**src/rtl/hazard_control_unit_if.sv**
```systemverilog
// rtl/hazard_control_unit_if.sv - pipeline <-> hazard control unit signal bundle
// Purpose: groups the pipeline observation inputs and the stall/flush controls
//          of the hazard control unit into one bundle.
// Modports:
//   master - pipeline side: drives register/load/memory/branch status,
//            receives stall/flush controls, state and counters
//   slave  - hazard control unit side (mirror of master)
interface hazard_control_unit_if;
  logic [4:0]  IF_ID_rs1;
  logic [4:0]  IF_ID_rs2;
  logic        IF_ID_uses_rs1;
  logic        IF_ID_uses_rs2;
  logic [4:0]  ID_EX_rd;
  logic        ID_EX_mem_read;
  logic        EX_MEM_mem_req;
  logic        dmem_ready;
  logic        branch_taken;

  logic        pc_write_en;
  logic        IF_ID_write_en;
  logic        IF_ID_flush;
  logic        ID_EX_flush;
  logic        pipe_hold;
  logic [1:0]  hz_state;
  logic [31:0] stall_count;
  logic [31:0] flush_count;
  logic        mem_timeout;

  modport master (
    output IF_ID_rs1, IF_ID_rs2, IF_ID_uses_rs1, IF_ID_uses_rs2,
           ID_EX_rd, ID_EX_mem_read, EX_MEM_mem_req, dmem_ready, branch_taken,
    input  pc_write_en, IF_ID_write_en, IF_ID_flush, ID_EX_flush, pipe_hold,
           hz_state, stall_count, flush_count, mem_timeout
  );

  modport slave (
    input  IF_ID_rs1, IF_ID_rs2, IF_ID_uses_rs1, IF_ID_uses_rs2,
           ID_EX_rd, ID_EX_mem_read, EX_MEM_mem_req, dmem_ready, branch_taken,
    output pc_write_en, IF_ID_write_en, IF_ID_flush, ID_EX_flush, pipe_hold,
           hz_state, stall_count, flush_count, mem_timeout
  );
endinterface

```
**src/rtl/hazard_control_unit.sv**
```systemverilog
// rtl/hazard_control_unit.sv - pipeline hazard detection, stall/flush control and counters
// Purpose: decides each cycle whether the pipeline runs, freezes for data
//          memory, flushes on a taken branch, or inserts a load-use bubble.
// Ports:
//   clk  - clock, all state on rising edge
//   rst  - synchronous active-high reset
//   bus  - hazard_control_unit_if.slave: pipeline status in; PC/IF_ID/ID_EX
//          controls (combinational), hz_state, stall/flush counters and the
//          sticky mem_timeout flag (registered) out
module hazard_control_unit #(
  parameter int unsigned TIMEOUT_CYCLES = 16
) (
  input  logic clk,
  input  logic rst,
  hazard_control_unit_if.slave bus
);

  localparam logic [7:0]  WAIT_MAX = 8'(TIMEOUT_CYCLES - 1);
  localparam logic [31:0] CNT_MAX  = 32'hFFFF_FFFF;

  typedef enum logic [1:0] {
    HZ_RUN        = 2'd0,
    HZ_LOAD_STALL = 2'd1,
    HZ_MEM_WAIT   = 2'd2,
    HZ_FLUSH      = 2'd3
  } hz_state_t;

  logic      w_mem_wait;
  logic      w_rs1_hit;
  logic      w_rs2_hit;
  logic      w_load_use;
  hz_state_t w_action;

  logic      w_pc_write_en;
  logic      w_if_id_write_en;
  logic      w_if_id_flush;
  logic      w_id_ex_flush;
  logic      w_pipe_hold;

  hz_state_t   r_hz_state;
  logic [31:0] r_stall_count;
  logic [31:0] r_flush_count;
  logic [7:0]  r_wait_cnt;
  logic        r_mem_timeout;

  assign w_mem_wait = bus.EX_MEM_mem_req && !bus.dmem_ready;
  assign w_rs1_hit  = bus.IF_ID_uses_rs1 && (bus.IF_ID_rs1 == bus.ID_EX_rd);
  assign w_rs2_hit  = bus.IF_ID_uses_rs2 && (bus.IF_ID_rs2 == bus.ID_EX_rd);
  // x0 is hardwired zero, so a load targeting it never creates a dependency.
  assign w_load_use = bus.ID_EX_mem_read && (bus.ID_EX_rd != 5'd0) && (w_rs1_hit || w_rs2_hit);

  // Winning action. A memory freeze masks everything because EX is frozen;
  // a taken branch masks load-use because the dependent instruction is squashed.
  always_comb begin
    w_action = HZ_RUN;
    if (w_mem_wait) begin
      w_action = HZ_MEM_WAIT;
    end else if (bus.branch_taken) begin
      w_action = HZ_FLUSH;
    end else if (w_load_use) begin
      w_action = HZ_LOAD_STALL;
    end
  end

  always_comb begin
    w_pc_write_en    = 1'b1;
    w_if_id_write_en = 1'b1;
    w_if_id_flush    = 1'b0;
    w_id_ex_flush    = 1'b0;
    w_pipe_hold      = 1'b0;
    if (!rst) begin
      case (w_action)
        HZ_MEM_WAIT: begin
          w_pc_write_en    = 1'b0;
          w_if_id_write_en = 1'b0;
          w_pipe_hold      = 1'b1;
        end
        HZ_FLUSH: begin
          w_if_id_flush = 1'b1;
          w_id_ex_flush = 1'b1;
        end
        HZ_LOAD_STALL: begin
          w_pc_write_en    = 1'b0;
          w_if_id_write_en = 1'b0;
          w_id_ex_flush    = 1'b1;
        end
        default: begin
        end
      endcase
    end
  end

  always_ff @(posedge clk) begin
    if (rst) begin
      r_hz_state    <= HZ_RUN;
      r_stall_count <= 32'd0;
      r_flush_count <= 32'd0;
      r_wait_cnt    <= 8'd0;
      r_mem_timeout <= 1'b0;
    end else begin
      r_hz_state <= w_action;

      if ((w_action == HZ_MEM_WAIT || w_action == HZ_LOAD_STALL) && r_stall_count != CNT_MAX) begin
        r_stall_count <= r_stall_count + 32'd1;
      end
      if (w_action == HZ_FLUSH && r_flush_count != CNT_MAX) begin
        r_flush_count <= r_flush_count + 32'd1;
      end

      // Wait counter tracks consecutive freeze cycles; reaching the limit
      // raises the sticky flag but does not release the freeze.
      if (w_mem_wait) begin
        if (r_wait_cnt == WAIT_MAX) begin
          r_mem_timeout <= 1'b1;
        end else begin
          r_wait_cnt <= r_wait_cnt + 8'd1;
        end
      end else begin
        r_wait_cnt <= 8'd0;
      end
    end
  end

  assign bus.pc_write_en    = w_pc_write_en;
  assign bus.IF_ID_write_en = w_if_id_write_en;
  assign bus.IF_ID_flush    = w_if_id_flush;
  assign bus.ID_EX_flush    = w_id_ex_flush;
  assign bus.pipe_hold      = w_pipe_hold;
  assign bus.hz_state       = r_hz_state;
  assign bus.stall_count    = r_stall_count;
  assign bus.flush_count    = r_flush_count;
  assign bus.mem_timeout    = r_mem_timeout;

endmodule

```
**src/flat_wrapper.sv**
```systemverilog
// flat-port wrapper written by rule: the top's interface ports become plain ports
module hazard_control_unit_flat 
#(
  parameter int unsigned TIMEOUT_CYCLES = 16
)
  (clk, rst, bus_IF_ID_rs1, bus_IF_ID_rs2, bus_IF_ID_uses_rs1, bus_IF_ID_uses_rs2, bus_ID_EX_rd, bus_ID_EX_mem_read, bus_EX_MEM_mem_req, bus_dmem_ready, bus_branch_taken, bus_pc_write_en, bus_IF_ID_write_en, bus_IF_ID_flush, bus_ID_EX_flush, bus_pipe_hold, bus_hz_state, bus_stall_count, bus_flush_count, bus_mem_timeout);
  hazard_control_unit_if bus_i ();
  input  logic clk;
  input  logic rst;
  input wire logic [$bits(bus_i.IF_ID_rs1)-1:0] bus_IF_ID_rs1;
  input wire logic [$bits(bus_i.IF_ID_rs2)-1:0] bus_IF_ID_rs2;
  input wire logic [$bits(bus_i.IF_ID_uses_rs1)-1:0] bus_IF_ID_uses_rs1;
  input wire logic [$bits(bus_i.IF_ID_uses_rs2)-1:0] bus_IF_ID_uses_rs2;
  input wire logic [$bits(bus_i.ID_EX_rd)-1:0] bus_ID_EX_rd;
  input wire logic [$bits(bus_i.ID_EX_mem_read)-1:0] bus_ID_EX_mem_read;
  input wire logic [$bits(bus_i.EX_MEM_mem_req)-1:0] bus_EX_MEM_mem_req;
  input wire logic [$bits(bus_i.dmem_ready)-1:0] bus_dmem_ready;
  input wire logic [$bits(bus_i.branch_taken)-1:0] bus_branch_taken;
  output wire logic [$bits(bus_i.pc_write_en)-1:0] bus_pc_write_en;
  output wire logic [$bits(bus_i.IF_ID_write_en)-1:0] bus_IF_ID_write_en;
  output wire logic [$bits(bus_i.IF_ID_flush)-1:0] bus_IF_ID_flush;
  output wire logic [$bits(bus_i.ID_EX_flush)-1:0] bus_ID_EX_flush;
  output wire logic [$bits(bus_i.pipe_hold)-1:0] bus_pipe_hold;
  output wire logic [$bits(bus_i.hz_state)-1:0] bus_hz_state;
  output wire logic [$bits(bus_i.stall_count)-1:0] bus_stall_count;
  output wire logic [$bits(bus_i.flush_count)-1:0] bus_flush_count;
  output wire logic [$bits(bus_i.mem_timeout)-1:0] bus_mem_timeout;
  assign bus_i.IF_ID_rs1 = bus_IF_ID_rs1;
  assign bus_i.IF_ID_rs2 = bus_IF_ID_rs2;
  assign bus_i.IF_ID_uses_rs1 = bus_IF_ID_uses_rs1;
  assign bus_i.IF_ID_uses_rs2 = bus_IF_ID_uses_rs2;
  assign bus_i.ID_EX_rd = bus_ID_EX_rd;
  assign bus_i.ID_EX_mem_read = bus_ID_EX_mem_read;
  assign bus_i.EX_MEM_mem_req = bus_EX_MEM_mem_req;
  assign bus_i.dmem_ready = bus_dmem_ready;
  assign bus_i.branch_taken = bus_branch_taken;
  assign bus_pc_write_en = bus_i.pc_write_en;
  assign bus_IF_ID_write_en = bus_i.IF_ID_write_en;
  assign bus_IF_ID_flush = bus_i.IF_ID_flush;
  assign bus_ID_EX_flush = bus_i.ID_EX_flush;
  assign bus_pipe_hold = bus_i.pipe_hold;
  assign bus_hz_state = bus_i.hz_state;
  assign bus_stall_count = bus_i.stall_count;
  assign bus_flush_count = bus_i.flush_count;
  assign bus_mem_timeout = bus_i.mem_timeout;
  hazard_control_unit #(.TIMEOUT_CYCLES(TIMEOUT_CYCLES)) u_core (.clk(clk), .rst(rst), .bus(bus_i));
endmodule
```
**config.mk**
```make
export PLATFORM = sky130hd
export DESIGN_NAME = hazard_control_unit_flat
export DESIGN_NICKNAME = d
export VERILOG_FILES = /design/src/rtl/hazard_control_unit_if.sv /design/src/rtl/hazard_control_unit.sv /design/src/flat_wrapper.sv
export SDC_FILE = /design/constraint.sdc
export NUM_CORES = 1
export LEC_CHECK = 0
export ABC_AREA = 1
export CAP_MARGIN = 20
export CORE_ASPECT_RATIO = 1.75
export CORE_MARGIN = 2
export CORE_UTILIZATION = 40
export CTS_CLUSTER_DIAMETER = 50
export DETAILED_ROUTE_END_ITERATION = 8
export PLACE_DENSITY_LB_ADDON = 0.08
export SETUP_SLACK_MARGIN = 0.1
export SLEW_MARGIN = 10
export SYNTH_ARGS = -nofsm -noshare
export SYNTH_HDL_FRONTEND = slang
export SYNTH_SLANG_ARGS = --single-unit
```
**constraint.sdc**
```tcl
create_clock -name clk -period 3.5 [get_ports clk]
set_input_delay 0.7 -clock clk [delete_from_list [all_inputs] [get_ports clk]]
set_output_delay 0.7 -clock clk [all_outputs]
set_load 0.05 [all_outputs]
```
Word level (Yosys, flattened, before mapping):

Index checks and enable logic that the tools add are counted.

* $add $sub $neg: 3
* equal/unequal tests: 8
* muxes and demuxes: 11
* bitwise operators: 1
* reductions and logical operators: 15

Operators by type and width (number)
* $add 32x1->32 const B: 2
* $ne 32x32->1 const B: 2
* $eq 5x5->1: 2
* $mux 1: 9
* $add 8x1->8 const B: 1
* $eq 8x4->1 const B: 1
* $logic_and 1x1->1: 7
* $reduce_or 2->1: 3
* $reduce_bool 5->1: 1
* $eq 2x2->1 const B: 2
* $mux 2: 2
* $eq 2x1->1 const B: 1
* $logic_or 1x1->1: 2
* $reduce_and 2->1: 1
* $logic_not 1->1: 1
* $not 1->1: 1

* register bits: 75
* input port bits: 23
* output and inout port bits: 72
* word-level logic and storage cells: 43

Longest topological paths before layout:

Gate-level depths: netlist (run 1).

* depth in word-level cells: 11
* depth in mapped cells: 19

Least setup slack after synthesis (run 1):

No wires, ideal clock.

* path kind: input to output
* start point: input port bus_ID_EX_rd[2]
* end point: output port bus_pc_write_en
* arrival: 2.666 ns
* data required time: 2.800 ns
* path slack: 0.134 ns
* cell stages on the path: 13
* path buffers: 2
* path through: inv_1 > nor2_1 > a21oi_1 > nand3_1 > nand2_1 > nand2_1 > nand2_1 > nand2_1 > ha_1 > inv_1 > clkbuf_1 > nand2_1 > buf_4

* cells in the longest elaborated chain, start to end: 11
* elaborated cells on any way between the ends: 16

Ends and longest elaborated chain
* start: declaration: line flat_wrapper.sv:14 `input wire logic [$bits(bus_i.ID_EX_rd)-1:0] bus_ID_EX_rd;`
* $eq 5x5->1, on equally long branches: line hazard_control_unit.sv:47, hazard_control_unit.sv:48
* $logic_and 1x1->1, on equally long branches: line hazard_control_unit.sv:47, hazard_control_unit.sv:48
* $logic_or 1x1->1: line hazard_control_unit.sv:50 `assign w_load_use = bus.ID_EX_mem_read && (bus.ID_EX_rd != 5'd0) && (w_rs1_hit || w_rs2_hit);`
* $logic_and 1x1->1 *: line hazard_control_unit.sv:50
* $mux 1 *: line hazard_control_unit.sv:60 `end else if (w_load_use) begin`
* $mux 2 *: line hazard_control_unit.sv:58 `end else if (bus.branch_taken) begin`
* $mux 2 *: line hazard_control_unit.sv:56 `if (w_mem_wait) begin`
* $eq 2x1->1 / $eq 2x2->1 (equally long branches)
* $reduce_or 2->1 (no source line) *
* $mux 1 * (2 in series)
* end: declaration: line flat_wrapper.sv:19 `output wire logic [$bits(bus_i.pc_write_en)-1:0] bus_pc_write_en;`

Mark *: on every way between the ends. The rest lies on a longest branch, timed or not.

Worst setup path in the final report (run 1):

* start point: input port bus_ID_EX_rd[1]
* end point: output port bus_IF_ID_write_en

* cells in the longest elaborated chain, start to end: 11
* elaborated cells on any way between the ends: 16

Ends and longest elaborated chain
* $eq 5x5->1, on equally long branches: line hazard_control_unit.sv:47, hazard_control_unit.sv:48
* $logic_and 1x1->1, on equally long branches: line hazard_control_unit.sv:47, hazard_control_unit.sv:48
* $logic_or 1x1->1: line hazard_control_unit.sv:50
* $logic_and 1x1->1 *: line hazard_control_unit.sv:50
* $mux 1 *: line hazard_control_unit.sv:60
* $mux 2 *: line hazard_control_unit.sv:58
* $mux 2 *: line hazard_control_unit.sv:56
* $eq 2x1->1 / $eq 2x2->1 (equally long branches): line hazard_control_unit.sv:72 `case (w_action)`
* $reduce_or 2->1 (no source line) *
* $mux 1 *: line hazard_control_unit.sv:72
* $mux 1 *: line hazard_control_unit.sv:71 `if (!rst) begin`
* end: declaration: line flat_wrapper.sv:20 `output wire logic [$bits(bus_i.IF_ID_write_en)-1:0] bus_IF_ID_write_en;`

Marks and branches as above.

==> run summary, run 1 <==
outcome - complete, no violations
GPL Wtd Cong - 0.916
most common cell after layout, fill and taps aside - nand2_1
Sequential cell area - 1500 um2
initial DRC count - 222
Die Height - 150 um
FFs w/ async S/R, synth - 0
ANT cells - 0
leakage - 2.38 nW
global-route wire length before repair - 23.5 mm
die width - 87.7 um
actual slew at the worst max-slew pin - 0.552 ns
fill count - 1278
CP delay by family, top - buffers and inverters
clock slew seen by the registers of the worst setup and hold paths - 0.06 ns
Via density - 4.89
CTS tree - built
Critical Path Sink - bus_IF_ID_write_en
insertion delay to the later sink of the worst-skew pair - 0.33 ns
number of synthesized register bits - 75
largest net degree at the start of global routing - 29
maxcap violations - 0
ranking of synthesized cells by area - dfxtp_1, nand2_1, nor2_1, inv_1, nand3_1
Longest Clk Path Bufs - 2
placed instance area - 5970 um2
area of the multi-input gates - 2930 um2
initial core utilization - 0.409
ys flop type - dfxtp_1
CTS H-tree depth - 3
Final Hold Vio Count - 0
register area share after synthesis - 0.306
Post-CTS Resized - 0
Slew Viols, Final - 0
syn avg cell area - 6.11 um2
Routed WL per cell - 13.7 um
layout cells sized above 1 - 0.0822
Buf/Inv on CP - 4
worst path arrival time - 2.51 ns
initial antenna violation count - 0
Post-DP HPWL - 11.3 mm
area grow syn2layout - 28.0%
drt first pass iters - 5
Synth Instances - 802
worst r2r path cells - 10
clk root buf - clkbuf_16
Worst setup startpoint - bus_ID_EX_rd[1]
pwr/cell area - 316 nW/um2
crit start category - input pin
largest area contributor in the netlist - dfxtp_1
most frequent cells in the layout - nand2_1, nor2_1, inv_1, clkdlybuf4s50_1, dfxtp_1
reg-to-reg slack, setup - 1.49 ns
Final ANT Viol Nets - 0
Synth top area share - 0.306
Hold WC Path Type - reg2reg
final setup fails - 0
GRT Overall Usage - 0.229
Final Cell Area - 6270 um2
Stages on worst setup path - 14
CP Class - in2out
RR Startpoint - u_core.bus.stall_count[0]
Worst path most repeated cell - nand2_1
Max VDD drop - 0.000265 V
total grt overflow - 0
WP data required - 2.80 ns
Critical Path, Cell by Cell - clkdlybuf4s50_1 > inv_1 > nand2_1 > nand2_1 > nor2_1 > nand3_1 > nand2_1 > nand2_1 > nand2_1 > nand2_2 > ha_1 > inv_1 > nand2_2 > buf_6
CTS Buf Count - 9
yosys warns - 0
Post-CTS Setup Inserts - 0
NumNets Final - 923
Post-CTS Hold Buffers - 0
Reg-to-Reg End - u_core.bus.stall_count[23]
port bufs - 94
period utilization - 0.917
vias - 5213
DRC - 0
routed wire length - 14.6 mm
vias in the first global route - 5054
maximum clock rate - 311 MHz
Post-Syn Nets - 830
Worst Setup End Kind - primary output
Setup Skew - 0.00417 ns
EDFF count, synth - 0
slowest CP cell - clkdlybuf4s50_1
fin crit period - 3.21 ns
Slew headroom - 0.631
CP max FO - 4
# rows - 53
Top Ports - 95
synth unique cells - 31
die area - 13200 um2
Critical Path Max Stage Delay - 0.51 ns
Setup TNS - 0 ns
CTS Sinks - 75
post-synthesis cell area - 4900 um2
core area - 12000 um2
unrepaired setup endpoints after global routing - no
cell families (layout without fill, tap and decap cells):
logic type	count (synthesis)	after routing	synth area share
compound gates	65	65	0.0819
xor+xnor	33	33	0.0589
fa+ha+maj	5	5	0.0128
buf+inv	105	203	0.0970
flops	75	75	0.306
simple gates	519	519	0.443
report_power, final:
part / switching (mW) / internal, mW / leakage [nW] / total [mW]
Clock: 0.368 / 0.514 / 0.141 / 0.882
Sequential: 0.00838 / 0.861 / 0.605 / 0.870
Combinational: 0.153 / 0.0777 / 1.64 / 0.231
Total: 0.530 / 1.45 / 2.38 / 1.98
how the worst min path moves through the flow:
stage	slack [ns]	endpoint	cells past startpoint	start
after floorplan	0.46	u_core.r_wait_cnt[1]	2	u_core.r_wait_cnt[1]
after global placement	0.46	u_core.bus.mem_timeout	2	u_core.bus.mem_timeout
after detailed placement	0.48	u_core.bus.mem_timeout	2	u_core.bus.mem_timeout
final	0.49	u_core.bus.mem_timeout	2	u_core.bus.mem_timeout
after global routing	0.53	u_core.r_wait_cnt[1]	2	u_core.r_wait_cnt[1]
after CTS	0.50	u_core.r_wait_cnt[1]	2	u_core.r_wait_cnt[1]
cell usage after synthesis, types with 2 or more instances:
cell type	number
dfxtp_1	75
o21ai_0	9
inv_1	85
nand2_4	3
buf_1	2
ha_1	5
nand3_1	38
buf_6	6
clkbuf_1	7
nand4_1	12
nor2_4	4
a21oi_2	20
nor3_1	7
nand2_2	7
nor2_1	131
nor2_2	3
xnor2_1	15
xor2_1	18
a21oi_1	35
nand2_1	307
inv_4	2
nand2_8	2
area by class of cell:
| cell class | instances | share of cell area |
|---|---|---|
| Tap cell | 165 | 0.0329 |
| Clock buffer | 11 | 0.0403 |
| Timing Repair Buffer | 100 | 0.163 |
| Clock inverter | 5 | 0.00439 |
| Multi-Input combinational cell | 622 | 0.468 |
| Sequential cell | 75 | 0.239 |
| Inverter | 87 | 0.0528 |
per-layer routing:
| layer | routed length, um | global-route usage | share of wire | vias up |
|---|---|---|---|---|
| li1 | - | - | - | 2668 |
| met1 | 5200 | 0.218 | 0.36 | 2377 |
| met2 | 8290 | 0.455 | 0.57 | 130 |
| met3 | 453 | 0.0340 | 0.031 | 38 |
| met4 | 618 | 0.109 | 0.042 | 0 |
| met5 | 0 | 0 | 0 | - |
through the flow:
stage                     worst slack [ns]  utilization  hold WS (ns)  instances  power, mW
after global placement               0.231        0.498         0.464       1049       1.11
after CTS                            0.163        0.521         0.499       1065       2.01
after detailed placement             0.175        0.498         0.482       1049       1.12
after global routing                 0.116        0.523         0.531       1065       2.07
after floorplan                      0.134            -         0.456        802       1.05
final                                0.289        0.523         0.489       1065       1.98
state kept, by name, indices dropped and copies added (netlist names):
name / count
u_core.bus.stall_count: 32
u_core.bus.hz_state: 2
u_core.bus.mem_timeout: 1
u_core.bus.flush_count: 32
u_core.r_wait_cnt: 8
worst reg2reg max path: stages (launching register included):
cell	delay (ns)
dfxtp_1	0.39
ha_1	0.21
nand2_1	0.10
nor2_4	0.22
nand2_4	0.12
nor2_8	0.16
nand2_4	0.12
nand2_8	0.15
buf_4	0.24
nand2_1	0.07
a21oi_1	0.15
(Power assumes the default switching activity.)
==> run 2, diff against run 1 <==
==> constraint.sdc (replaced) <==
create_clock -name clk -period 2.59 [get_ports clk]
set_input_delay 0.518 -clock clk [delete_from_list [all_inputs] [get_ports clk]]
set_output_delay 0.518 -clock clk [all_outputs]
set_load 0.05 [all_outputs]
==> run summary, run 2 (same netlist as run 1, synthesis figures left out) <==
CTS Sinks - 75 (unchanged)
Top Ports - 95 (unchanged)
initial antenna violation count - 0 (unchanged)
total grt overflow - 0 (unchanged)
leakage - 2.48 nW (+4.3%)
Critical Path, Cell by Cell - clkdlybuf4s50_1 > inv_1 > nor2_1 > inv_1 > nand2_2 > ha_4 > inv_4 > nand2_4 > buf_8
initial core utilization - 0.409 (unchanged)
actual slew at the worst max-slew pin - 0.570 ns (+0.0180 ns)
routed wire length - 14.7 mm (+0.97%)
CP delay by family, top - buffers and inverters
reg-to-reg slack, setup - 0.63 ns (-0.86 ns)
Critical Path Max Stage Delay - 0.49 ns (-0.02 ns)
die width - 87.7 um (unchanged)
RR Startpoint - u_core.bus.stall_count[0]
pwr/cell area - 480 nW/um2 (+52%)
Hold Path Stages - 2 (unchanged)
Via density - 4.84 (-1.2%)
slowest CP cell - clkdlybuf4s50_1
fill count - 1248 (-2.3%)
maximum clock rate - 421 MHz
GRT Overall Usage - 0.232 (+0.00359)
initial DRC count - 140 (-37%)
CP Class - in2out
port bufs - 94 (unchanged)
Worst Setup End Kind - primary output
largest net degree at the start of global routing - 34 (+17%)
vias in the first global route - 5105 (+1.0%)
area grow syn2layout - 32.8%
Max VDD drop - 0.000309 V (+16%)
insertion delay to the later sink of the worst-skew pair - 0.34 ns (about the same)
Post-CTS Hold Buffers - 0 (unchanged)
grt met2 use - 0.455 (unchanged)
Final Hold Vio Count - 0 (unchanged)
Reg-to-Reg End - u_core.bus.stall_count[4]
Longest Clk Path Bufs - 2 (unchanged)
drt first pass iters - 4 (-1)
Slew headroom - 0.619 (-0.0120)
GPL Wtd Cong - 0.942 (+2.8%)
M1 GR Usage - 0.219 (+0.00178)
Die Height - 150 um (unchanged)
Setup Skew - 0.00802 ns (+0.00385 ns)
die area - 13200 um2 (unchanged)
CTS Buf Count - 9 (unchanged)
NumNets Final - 937 (+1.5%)
period utilization - 0.917
# rows - 53 (unchanged)
most used routing layer - met2
outcome - complete, no violations
worst path arrival time - 1.86 ns (-0.65 ns)
Worst Hold Slack - 0.491 ns (+0.00172 ns)
Slew Viols, Final - 0 (unchanged)
crit start category - input pin
core area - 12000 um2 (unchanged)
CTS tree - built
most common cell after layout, fill and taps aside - nand2_1
CTS H-tree depth - 3 (unchanged)
most frequent cells in the layout - nand2_1, nor2_1, inv_1
ANT cells - 0 (unchanged)
final setup fails - 0 (unchanged)
fin crit period - 2.38 ns
maxcap violations - 0 (unchanged)
Buf/Inv on CP - 5 (+1)
unrepaired setup endpoints after global routing - no
clock slew seen by the registers of the worst setup and hold paths - 0.06 ns (about the same)
clk root buf - clkbuf_16
Hold WC Path Type - reg2reg
layout cells sized above 1 - 0.123 (+0.0403)
Worst path most repeated cell - inv_1
WP data required - 2.07 ns (-0.73 ns)
vias - 5219 (+0.12%)
Post-DP HPWL - 11.5 mm (+2.2%)
Global Route met3 Usage - 0.0378 (+0.00384)
Hold Path End - u_core.r_wait_cnt[1]
global-route wire length before repair - 23.9 mm (+1.6%)
worst r2r path cells - 10 (unchanged)
Tot Pwr - 3.13 mW (+58%)
beginning of the worst hold path - u_core.r_wait_cnt[1]
Routed WL per cell - 13.6 um (-0.34%)
DRC - 0 (unchanged)
Final ANT Viol Nets - 0 (unchanged)
CP max FO - 4 (unchanged)
[run 2: changes by cell type in the layout (fill, tap and decap cells not counted), sizes merged]
cell	previous run	this run
bufinv	0	4
clkdlybuf4s15	0	4
dlygate4sd2	0	3
buf	12	26
dlymetal6s2s	3	0
clkinv	4	1
clkbuf	11	20
clkdlybuf4s50	85	71
[run 2: power breakdown]
group / switching, mW / internal, mW
clock network: 0.531 / 1.07
registers: 0.0124 / 1.16
logic: 0.221 / 0.133
[run 2: stage by stage]
stage	util	cells	instance area [um2]	setup TNS, ns	setup WS (ns)
after global placement	0.511	1063	6130	-9.37	-0.249
after detailed placement	0.511	1063	6130	-11.39	-0.275
after global routing	0.543	1079	6510	0	0.102
after floorplan	-	802	4940	0	0.101
final	0.543	1079	6510	0	0.214
after CTS	0.545	1079	6540	0	0.107
[run 2: cell type report]
class / count / area [um2] / share of cell area
multi-input combinational: 622 / 2990 / 0.458
sequential: 75 / 1500 / 0.231
timing repair buffer: 114 / 1110 / 0.170
inverter: 87 / 334 / 0.0513
clock buffer: 10 / 239 / 0.0367
tap: 165 / 206 / 0.0317
clock inverter: 6 / 136 / 0.0209
[run 2: how the worst max path moves through the flow]
stage / start / endpoint / slack, ns / cells after the start
after CTS: bus_ID_EX_rd[4] / bus_pc_write_en / 0.11 / 13
final: bus_EX_MEM_mem_req / bus_pc_write_en / 0.21 / 9
after global routing: bus_ID_EX_rd[3] / bus_IF_ID_write_en / 0.10 / 14
after global placement: bus_ID_EX_rd[3] / bus_IF_ID_flush / -0.25 / 13
after detailed placement: bus_ID_EX_rd[3] / bus_IF_ID_flush / -0.27 / 13
after floorplan: bus_ID_EX_rd[2] / bus_pc_write_en / 0.10 / 13
[run 2: worst reg2reg max path: cells and delay by family (launching register included)]
kind / cells / cell delay [ns]
simple gates: 7 / 0.92
flops: 1 / 0.41
buf+inv: 1 / 0.23
fa+ha+maj: 1 / 0.22
compound gates: 1 / 0.13
[run 2: what timing repair did]
| action | CTS | global route |
|---|---|---|
| endpoints found under the setup margin | 5 | 5 |
| hold endpoints to repair | 0 | 0 |
| cloned | 0 | 0 |
| buffers inserted | 0 | 0 |
| resized for setup | 34 | 28 |
| pin swaps | 14 | 16 |
[run 2: routing by layer]
| metal | share of wire | wire, um | vias up |
|---|---|---|---|
| met2 | 0.57 | 8370 | 97 |
| li1 | - | - | 2689 |
| met4 | 0.045 | 663 | 0 |
| met5 | 0 | 0 | - |
| met3 | 0.029 | 423 | 37 |
| met1 | 0.36 | 5240 | 2396 |
